[src/rtl/reset_sequencer.sv]
// Merges button/sw/watchdog requests into one reset event: assert all stages, hold, release lowest first.
// Latency: sw/wdt 1 cycle, button 2+DEBOUNCE_CYCLES+1 cycles; no backpressure, requests are never dropped.
module reset_sequencer #(
    parameter int DEBOUNCE_CYCLES   = 1000,
    parameter int MIN_ASSERT_CYCLES = 16,
    parameter int NUM_STAGES        = 3,
    parameter int STAGE_GAP_CYCLES  = 8,
    parameter int COUNT_WIDTH       = 16
) (
    input  logic                  clk,
    input  logic                  reset_in,
    input  logic                  button_n,
    input  logic                  sw_req,
    input  logic                  wdt_req,
    output logic [NUM_STAGES-1:0] stage_reset_out,
    output logic                  busy,
    output logic [1:0]            cause
);

    localparam logic [COUNT_WIDTH-1:0] DEB_LAST  = COUNT_WIDTH'(DEBOUNCE_CYCLES - 1);
    localparam logic [COUNT_WIDTH-1:0] HOLD_LAST = COUNT_WIDTH'(MIN_ASSERT_CYCLES - 1);
    localparam logic [COUNT_WIDTH-1:0] GAP_LAST  = COUNT_WIDTH'(STAGE_GAP_CYCLES - 1);
    localparam logic [NUM_STAGES-1:0]  LAST_ONE  = NUM_STAGES'(1) << (NUM_STAGES - 1);

    typedef enum logic [1:0] {
        ST_HOLD    = 2'd0,
        ST_RELEASE = 2'd1,
        ST_IDLE    = 2'd2
    } state_t;

    logic                   btn_meta;
    logic                   btn_sync;
    logic                   btn_deb;
    logic                   btn_req;
    logic [COUNT_WIDTH-1:0] deb_cnt;

    always_ff @(posedge clk) begin
        if (reset_in) begin
            btn_meta <= 1'b1;
            btn_sync <= 1'b1;
            btn_deb  <= 1'b1;
            btn_req  <= 1'b0;
            deb_cnt  <= '0;
        end else begin
            btn_meta <= button_n;
            btn_sync <= btn_meta;
            btn_req  <= 1'b0;
            if (btn_sync == btn_deb) begin
                deb_cnt <= '0;
            end else if (deb_cnt == DEB_LAST) begin
                deb_cnt <= '0;
                btn_deb <= btn_sync;
                // old debounced value 1 means this flip is a press
                btn_req <= btn_deb;
            end else begin
                deb_cnt <= deb_cnt + COUNT_WIDTH'(1);
            end
        end
    end

    logic                   request;
    logic                   last_stage;
    logic [NUM_STAGES-1:0]  stage_shifted;
    state_t                 state;
    state_t                 state_nxt;
    logic [COUNT_WIDTH-1:0] cnt;
    logic [COUNT_WIDTH-1:0] cnt_nxt;
    logic [NUM_STAGES-1:0]  stage_nxt;
    logic                   busy_nxt;
    logic [1:0]             cause_nxt;

    assign request       = btn_req | sw_req | wdt_req;
    // Shifting a zero in from bit 0 releases the next stage in index order.
    assign stage_shifted = stage_reset_out << 1;
    assign last_stage    = (stage_reset_out == LAST_ONE);

    always_ff @(posedge clk) begin
        if (reset_in) begin
            state           <= ST_HOLD;
            cnt             <= '0;
            stage_reset_out <= '1;
            busy            <= 1'b1;
            cause           <= 2'b00;
        end else begin
            state           <= state_nxt;
            cnt             <= cnt_nxt;
            stage_reset_out <= stage_nxt;
            busy            <= busy_nxt;
            cause           <= cause_nxt;
        end
    end

    always_comb begin
        state_nxt = state;
        cnt_nxt   = cnt;
        if (request) begin
            state_nxt = ST_HOLD;
            cnt_nxt   = '0;
        end else begin
            case (state)
                ST_HOLD: begin
                    if (!btn_deb) begin
                        cnt_nxt = '0;
                    end else if (cnt == HOLD_LAST) begin
                        cnt_nxt   = '0;
                        state_nxt = last_stage ? ST_IDLE : ST_RELEASE;
                    end else begin
                        cnt_nxt = cnt + COUNT_WIDTH'(1);
                    end
                end
                ST_RELEASE: begin
                    if (cnt == GAP_LAST) begin
                        cnt_nxt = '0;
                        if (last_stage) begin
                            state_nxt = ST_IDLE;
                        end
                    end else begin
                        cnt_nxt = cnt + COUNT_WIDTH'(1);
                    end
                end
                ST_IDLE: begin
                    cnt_nxt = '0;
                end
                default: begin
                    state_nxt = ST_HOLD;
                    cnt_nxt   = '0;
                end
            endcase
        end
    end

    always_comb begin
        stage_nxt = stage_reset_out;
        cause_nxt = cause;
        if (request) begin
            stage_nxt = '1;
            if (wdt_req) begin
                cause_nxt = 2'b11;
            end else if (sw_req) begin
                cause_nxt = 2'b10;
            end else begin
                cause_nxt = 2'b01;
            end
        end else begin
            case (state)
                ST_HOLD: begin
                    if (btn_deb && (cnt == HOLD_LAST)) begin
                        stage_nxt = stage_shifted;
                    end
                end
                ST_RELEASE: begin
                    if (cnt == GAP_LAST) begin
                        stage_nxt = stage_shifted;
                    end
                end
                ST_IDLE: begin
                    stage_nxt = '0;
                end
                default: begin
                    stage_nxt = '1;
                end
            endcase
        end
        busy_nxt = |stage_nxt;
    end

endmodule

[config.mk]
export PLATFORM = sky130hd
export DESIGN_NAME = reset_sequencer
export DESIGN_NICKNAME = d
export VERILOG_FILES = /design/src/rtl/reset_sequencer.sv
export SDC_FILE = /design/constraint.sdc
export NUM_CORES = 1
export LEC_CHECK = 0
export CAP_MARGIN = 20
export CORE_ASPECT_RATIO = 2
export CORE_MARGIN = 3
export CORE_UTILIZATION = 50
export CTS_CLUSTER_SIZE = 24
export DETAILED_ROUTE_END_ITERATION = 10
export PLACE_DENSITY = 0.69
export REMOVE_ABC_BUFFERS = 1
export SYNTH_ARGS = -nofsm -noshare
export SYNTH_HDL_FRONTEND = slang
export SYNTH_SLANG_ARGS = --single-unit
[constraint.sdc]
create_clock -name clk -period 3.3 [get_ports clk]
set_clock_uncertainty 0.2 [all_clocks]
set_input_delay 0.825 -clock clk [delete_from_list [all_inputs] [get_ports clk]]
set_output_delay 0.825 -clock clk [all_outputs]
set_load 0.02 [all_outputs]
==> reports/qor.csv, run 1 <==
metric,value,unit
outcome,completed,
place_congestion,0.714,
final_max_slew_viol_count,0,
drc,0,
synth_seq_area_share,45.0,%
cp_data_required_time,3.32,ns
die_h,94.5,µm
final_cell_mix,"nor2_1, dfxtp_1, xnor2_1, nand3_1, nand2_1",
hold_path_depth,1,
synth.distinct_cells,42,
cp.arrival,2.92,ns
p_seq_share,59.5,%
layout_commonest_cell,nor2_1,
wl_per_cell,12.9,µm
vias_per_cell,5.33,
grt_pass1_wl,6480,µm
post-route-period-util,87.7,%
path_max_fanout,16,
num_vias,1513,
p_sw,0.000189,W
fmaxAchievable,346,MHz
synth_cells,220,
fillerInstances,352,
grt_pass1_vias,1472,
synth-warning-count,0,
io_buffers,10,
hold_end,btn_sync,
antenna_found_initial,0,
ys.flop_type,dfxtp_1,
grt_max_degree,17,
antenna-diode-count,0,
cts_root_buffer,clkbuf_8,
grt_usage,17.9,%
clockPowerShare,37.7,%
reg2reg_slack,0.71,ns
crit-reg2reg-launch,cnt[4],
io_pins,11,
async_reset_ff_share,0,%
multi_input_area,1020,µm²
start_util,53.1,%
hold_class,reg2reg,
drive_above_1_share,8.94,%
rsz0062_at_grt,false,
ff2ff_path_depth,5,
dieWidth,50.2,µm
critPathLaunchType,input port,
tightest_slew,0.653,ns
hold_ws,0.218,ns
clock_sinks,44,
peakVddDrop,244,µV
hold_viol_final,0,
finalPower,0.000903,W
netlist_area,1960,µm²
relSlewSlack,56.4,%
drv_cap,0,
drt_iter0_drc,33,
postRouteAntennaNets,0,
ctsResizeCount,0,
syn_avg_cell_area,8.89,µm²
syn_to_final_growth,11.8,%
p_int,0.000714,W
htree_num_levels,2,
post_cts_buffers,0,
finalSetupViolations,0,
synth-seq-cells,44,
swShare,20.9,%
dieArea,4750,µm²
setup_tns,0,ns
core_area,3680,µm²
clock_latency,0.29,ns
cts_tree,yes,
regArea,881,µm²
period_needed,2.89,ns
fp-row-count,31,
cts_made_buffers,5,
ctsLongestPathBuffers,2,
p_leak,0.731,nW
nNetsFinal,241,
path_class,in2reg,
routed_wl,3660,µm
grt_overflow,0,
combinationalPowerShare,2.9,%
dp_hpwl,2740,µm
cts.reportedPaths.clkPinSlew,0.08,ns
cp-end-kind,flip-flop,
firstDrtPassIters,3,
cts_hold_buf,0,
r2r_end,cnt[13],
synth_edf_count,0,
holdCritStartpoint,btn_meta,
pwr_density_cell,413,nW/µm²
[registers in the layout, indices dropped and copies added, names as in the netlist]
signal and count:
btn_deb 1, deb_cnt 16, btn_meta 1, state 2
stage_reset_out 3, btn_req 1, cnt 16, btn_sync 1
busy 1, cause 2
[metal layers]
layer / track usage [%] / routed length [µm]
met1: 17.1 / 1420
met2: 34.4 / 2100
met3: 3.32 / 56
met4: 9.70 / 86
met5: 0 / 0
[synth_stat cells, types with 5 or more instances]
| cell type | count | area, µm² |
|---|---|---|
| nor2_1 | 47 | 176 |
| xor2_1 | 11 | 96.3 |
| and3_1 | 7 | 43.8 |
| nand2_1 | 13 | 48.8 |
| dfxtp_1 | 44 | 881 |
| xnor2_1 | 18 | 158 |
| nand4_1 | 5 | 31.3 |
| nand3_1 | 14 | 70.1 |
| inv_1 | 6 | 22.5 |
| nor3_1 | 11 | 55.1 |
[worst max path at each step]
stage                  from  endpoint  depth (start not counted)  slack (ns)
CTS                 wdt_req   cnt[13]                          6        0.39
floorplan           wdt_req    cnt[1]                          5        0.69
global placement    wdt_req    cnt[1]                          6        0.12
detailed placement  wdt_req    cnt[1]                          6        0.09
finish              wdt_req   cnt[13]                          6        0.41
global route        wdt_req    cnt[4]                          6        0.29
[final cells by class]
class,count,area share (%)
Multi-Input combinational cell,165,46.4
Clock buffer,6,3.77
Sequential cell,44,40.3
Tap cell,49,2.80
Inverter,6,1.03
Timing Repair Buffer,12,5.26
Clock inverter,2,0.457
[critical path, cell delays in order]
cell and delay, ns:
clkdlybuf4s50_1 0.43, or2_2 0.32, or4_1 0.45, a2111oi_0 0.48, nor2_2 0.26, nor2_1 0.15
[per-stage QoR]
step	utilization, %	instances	setup WS [ns]	instance area [µm²]
4_1_cts	59.4	284	0.391	2190
3_3_place_gp	56.9	276	0.124	2100
2_1_floorplan	-	215	0.691	1920
6_report	59.4	284	0.406	2190
3_5_place_dp	56.9	276	0.0856	2100
5_1_grt	59.4	284	0.285	2190
[power groups by stage]
stage	clock [W]	sequential, W	combinational (W)
5_1_grt	0.000376	0.000537	0.0000284
2_1_floorplan	0	0.000551	0.00000953
4_1_cts	0.000354	0.000537	0.0000264
3_5_place_dp	0	0.000549	0.0000263
6_report	0.000340	0.000537	0.0000259
3_3_place_gp	0	0.000549	0.0000260
[cells by family after synthesis]
kind of cell / Yosys count / synth area share [%]
AND/OR/NAND/NOR: 119 / 31.2
flip-flops: 44 / 45.0
XOR/XNOR: 29 / 13.0
AO/OA/AOI/OAI: 14 / 5.95
multiplexers: 1 / 0.512
buffers and inverters: 11 / 3.07
adder cells (fa/ha/maj): 2 / 1.28
Power figures use the tool's default switching activity.
==> run 2: changes to the inputs <==
--- a/config.mk
+++ b/config.mk
@@ -8,10 +8,10 @@
 export CAP_MARGIN = 20
 export CORE_ASPECT_RATIO = 2
 export CORE_MARGIN = 3
-export CORE_UTILIZATION = 50
+export CORE_UTILIZATION = 56
 export CTS_CLUSTER_SIZE = 24
 export DETAILED_ROUTE_END_ITERATION = 10
-export PLACE_DENSITY = 0.69
+export PLACE_DENSITY = 0.75
 export REMOVE_ABC_BUFFERS = 1
 export SYNTH_ARGS = -nofsm -noshare
 export SYNTH_HDL_FRONTEND = slang
==> reports/qor.csv, run 2 (synthesis results as in run 1) <==
metric,value,unit
outcome,completed,
fp-row-count,29,
grt_usage,20.6,%
wl_per_cell,14.3,µm
regArea,881,µm²
io_buffers,10,
fillerInstances,265,
drc,0,
grt_pass1_wl,6380,µm
p_leak,0.754,nW
p_int,0.000924,W
hold_ws,0.225,ns
hold_end,btn_sync,
ctsResizeCount,0,
post_cts_buffers,0,
postRouteAntennaNets,0,
clock_sinks,44,
start_util,59.9,%
dp_slack,-0.0320,ns
firstDrtPassIters,4,
combinationalPowerShare,2.2,%
cts_tree,yes,
drv_cap,0,
clock_latency,0.29,ns
p_seq_share,48.1,%
core_area,3270,µm²
cts_hold_buf,0,
critPathLaunchType,input port,
drt_iter0_drc,42,
grt_overflow,0,
antenna-diode-count,0,
rsz0062_at_grt,false,
hold_class,reg2reg,
vias_per_cell,5.91,
finalSetupViolations,0,
cts_root_buffer,clkbuf_8,
grt_pass1_vias,1559,
ff2ff_path_depth,5,
dieWidth,47.8,µm
layout_commonest_cell,nor2_1,
num_vias,1566,
cts_made_buffers,5,
nNetsFinal,240,
place_congestion,0.771,
ctsLongestPathBuffers,2,
final_cell_mix,"nor2_1, dfxtp_1, xnor2_1, nand3_1, nand2_1",
path_max_fanout,16,
io_pins,11,
swShare,17.1,%
die_h,89.6,µm
drive_above_1_share,8.55,%
cp.arrival,3.02,ns
hold_viol_final,0,
syn_to_final_growth,13.7,%
fmaxAchievable,335,MHz
cts.reportedPaths.clkPinSlew,0.08,ns
clockPowerShare,49.7,%
fin_ws,0.311,ns
period_needed,2.99,ns
finalPower,0.00111,W
tightest_slew,0.625,ns
relSlewSlack,58.3,%
path_class,in2reg,
hold_path_depth,1,
reg2reg_slack,0.73,ns
dp_hpwl,2890,µm
cp-end-kind,flip-flop,
dieArea,4280,µm²
cp_data_required_time,3.33,ns
routed_wl,3800,µm
htree_num_levels,2,
grt_max_degree,17,
p_sw,0.000191,W
pwr_density_cell,501,nW/µm²
holdCritStartpoint,btn_meta,
r2r_end,cnt[4],
peakVddDrop,606,µV
top_regs,"cnt x16, deb_cnt x16, stage_reset_out x3",
crit-reg2reg-launch,cnt[4],
multi_input_area,1020,µm²
final_max_slew_viol_count,0,
antenna_found_initial,0,
post-route-period-util,90.6,%
run 2: worst max path at each step:
stage / from / endpoint / slack (ns)
2_1_floorplan: wdt_req / cnt[1] / 0.69
3_3_place_gp: wdt_req / cnt[14] / 0.13
3_5_place_dp: wdt_req / cnt[1] / -0.03
4_1_cts: wdt_req / cnt[1] / 0.28
5_1_grt: wdt_req / cnt[5] / 0.18
6_report: wdt_req / cnt[1] / 0.31
run 2: critical path, stage by stage:
cell and delay (ns):
clkdlybuf4s50_1 0.42, or2_2 0.33, or4_1 0.46, a2111oi_0 0.54, nor2_2 0.27, nor2b_1 0.16
run 2: power groups by stage:
stage               Clock, W  Sequential [W]  Combinational [W]
floorplan                  0        0.000551         0.00000953
global placement           0        0.000549          0.0000241
detailed placement         0        0.000549          0.0000248
CTS                 0.000566        0.000537          0.0000249
global route        0.000584        0.000537          0.0000268
finish              0.000554        0.000537          0.0000245
run 2: cell type report:
cell class | instances | area share (%)
clock buffers | 5 | 3.09
flip-flops and latches | 44 | 39.6
inverters | 6 | 1.01
well taps | 31 | 1.74
clock inverters | 3 | 4.05
multi-input cells | 165 | 45.7
repair buffers | 11 | 4.84
run 2: metrics by stage:
step | std cells | util (%) | TNS (ns) | cell area [µm²]
global placement | 257 | 63.3 | 0 | 2070
floorplan | 215 | - | 0 | 1920
finish | 265 | 68.1 | 0 | 2220
global route | 265 | 68.1 | 0 | 2220
detailed placement | 257 | 63.3 | -0.194 | 2070
CTS | 265 | 68.1 | 0 | 2220
run 2: layer usage:
metal | routed length, µm | share of wire (%) | track usage [%] | vias to the layer above
met1 | 1430 | 38 | 19.5 | 734
met2 | 2120 | 56 | 37.6 | 38
li1 | - | - | - | 776
met3 | 114 | 3.0 | 6.19 | 18
met4 | 131 | 3.4 | 9.31 | 0
met5 | 0 | 0 | 0 | -
==> run 3: changes to the inputs <==
--- a/config.mk
+++ b/config.mk
@@ -9,6 +9,7 @@
 export CORE_ASPECT_RATIO = 2
 export CORE_MARGIN = 3
 export CORE_UTILIZATION = 56
+export CTS_CLUSTER_DIAMETER = 50
 export CTS_CLUSTER_SIZE = 24
 export DETAILED_ROUTE_END_ITERATION = 10
 export PLACE_DENSITY = 0.75
==> results of run 3 <==
Final layout, timing and power as in run 2 (identical DEF).
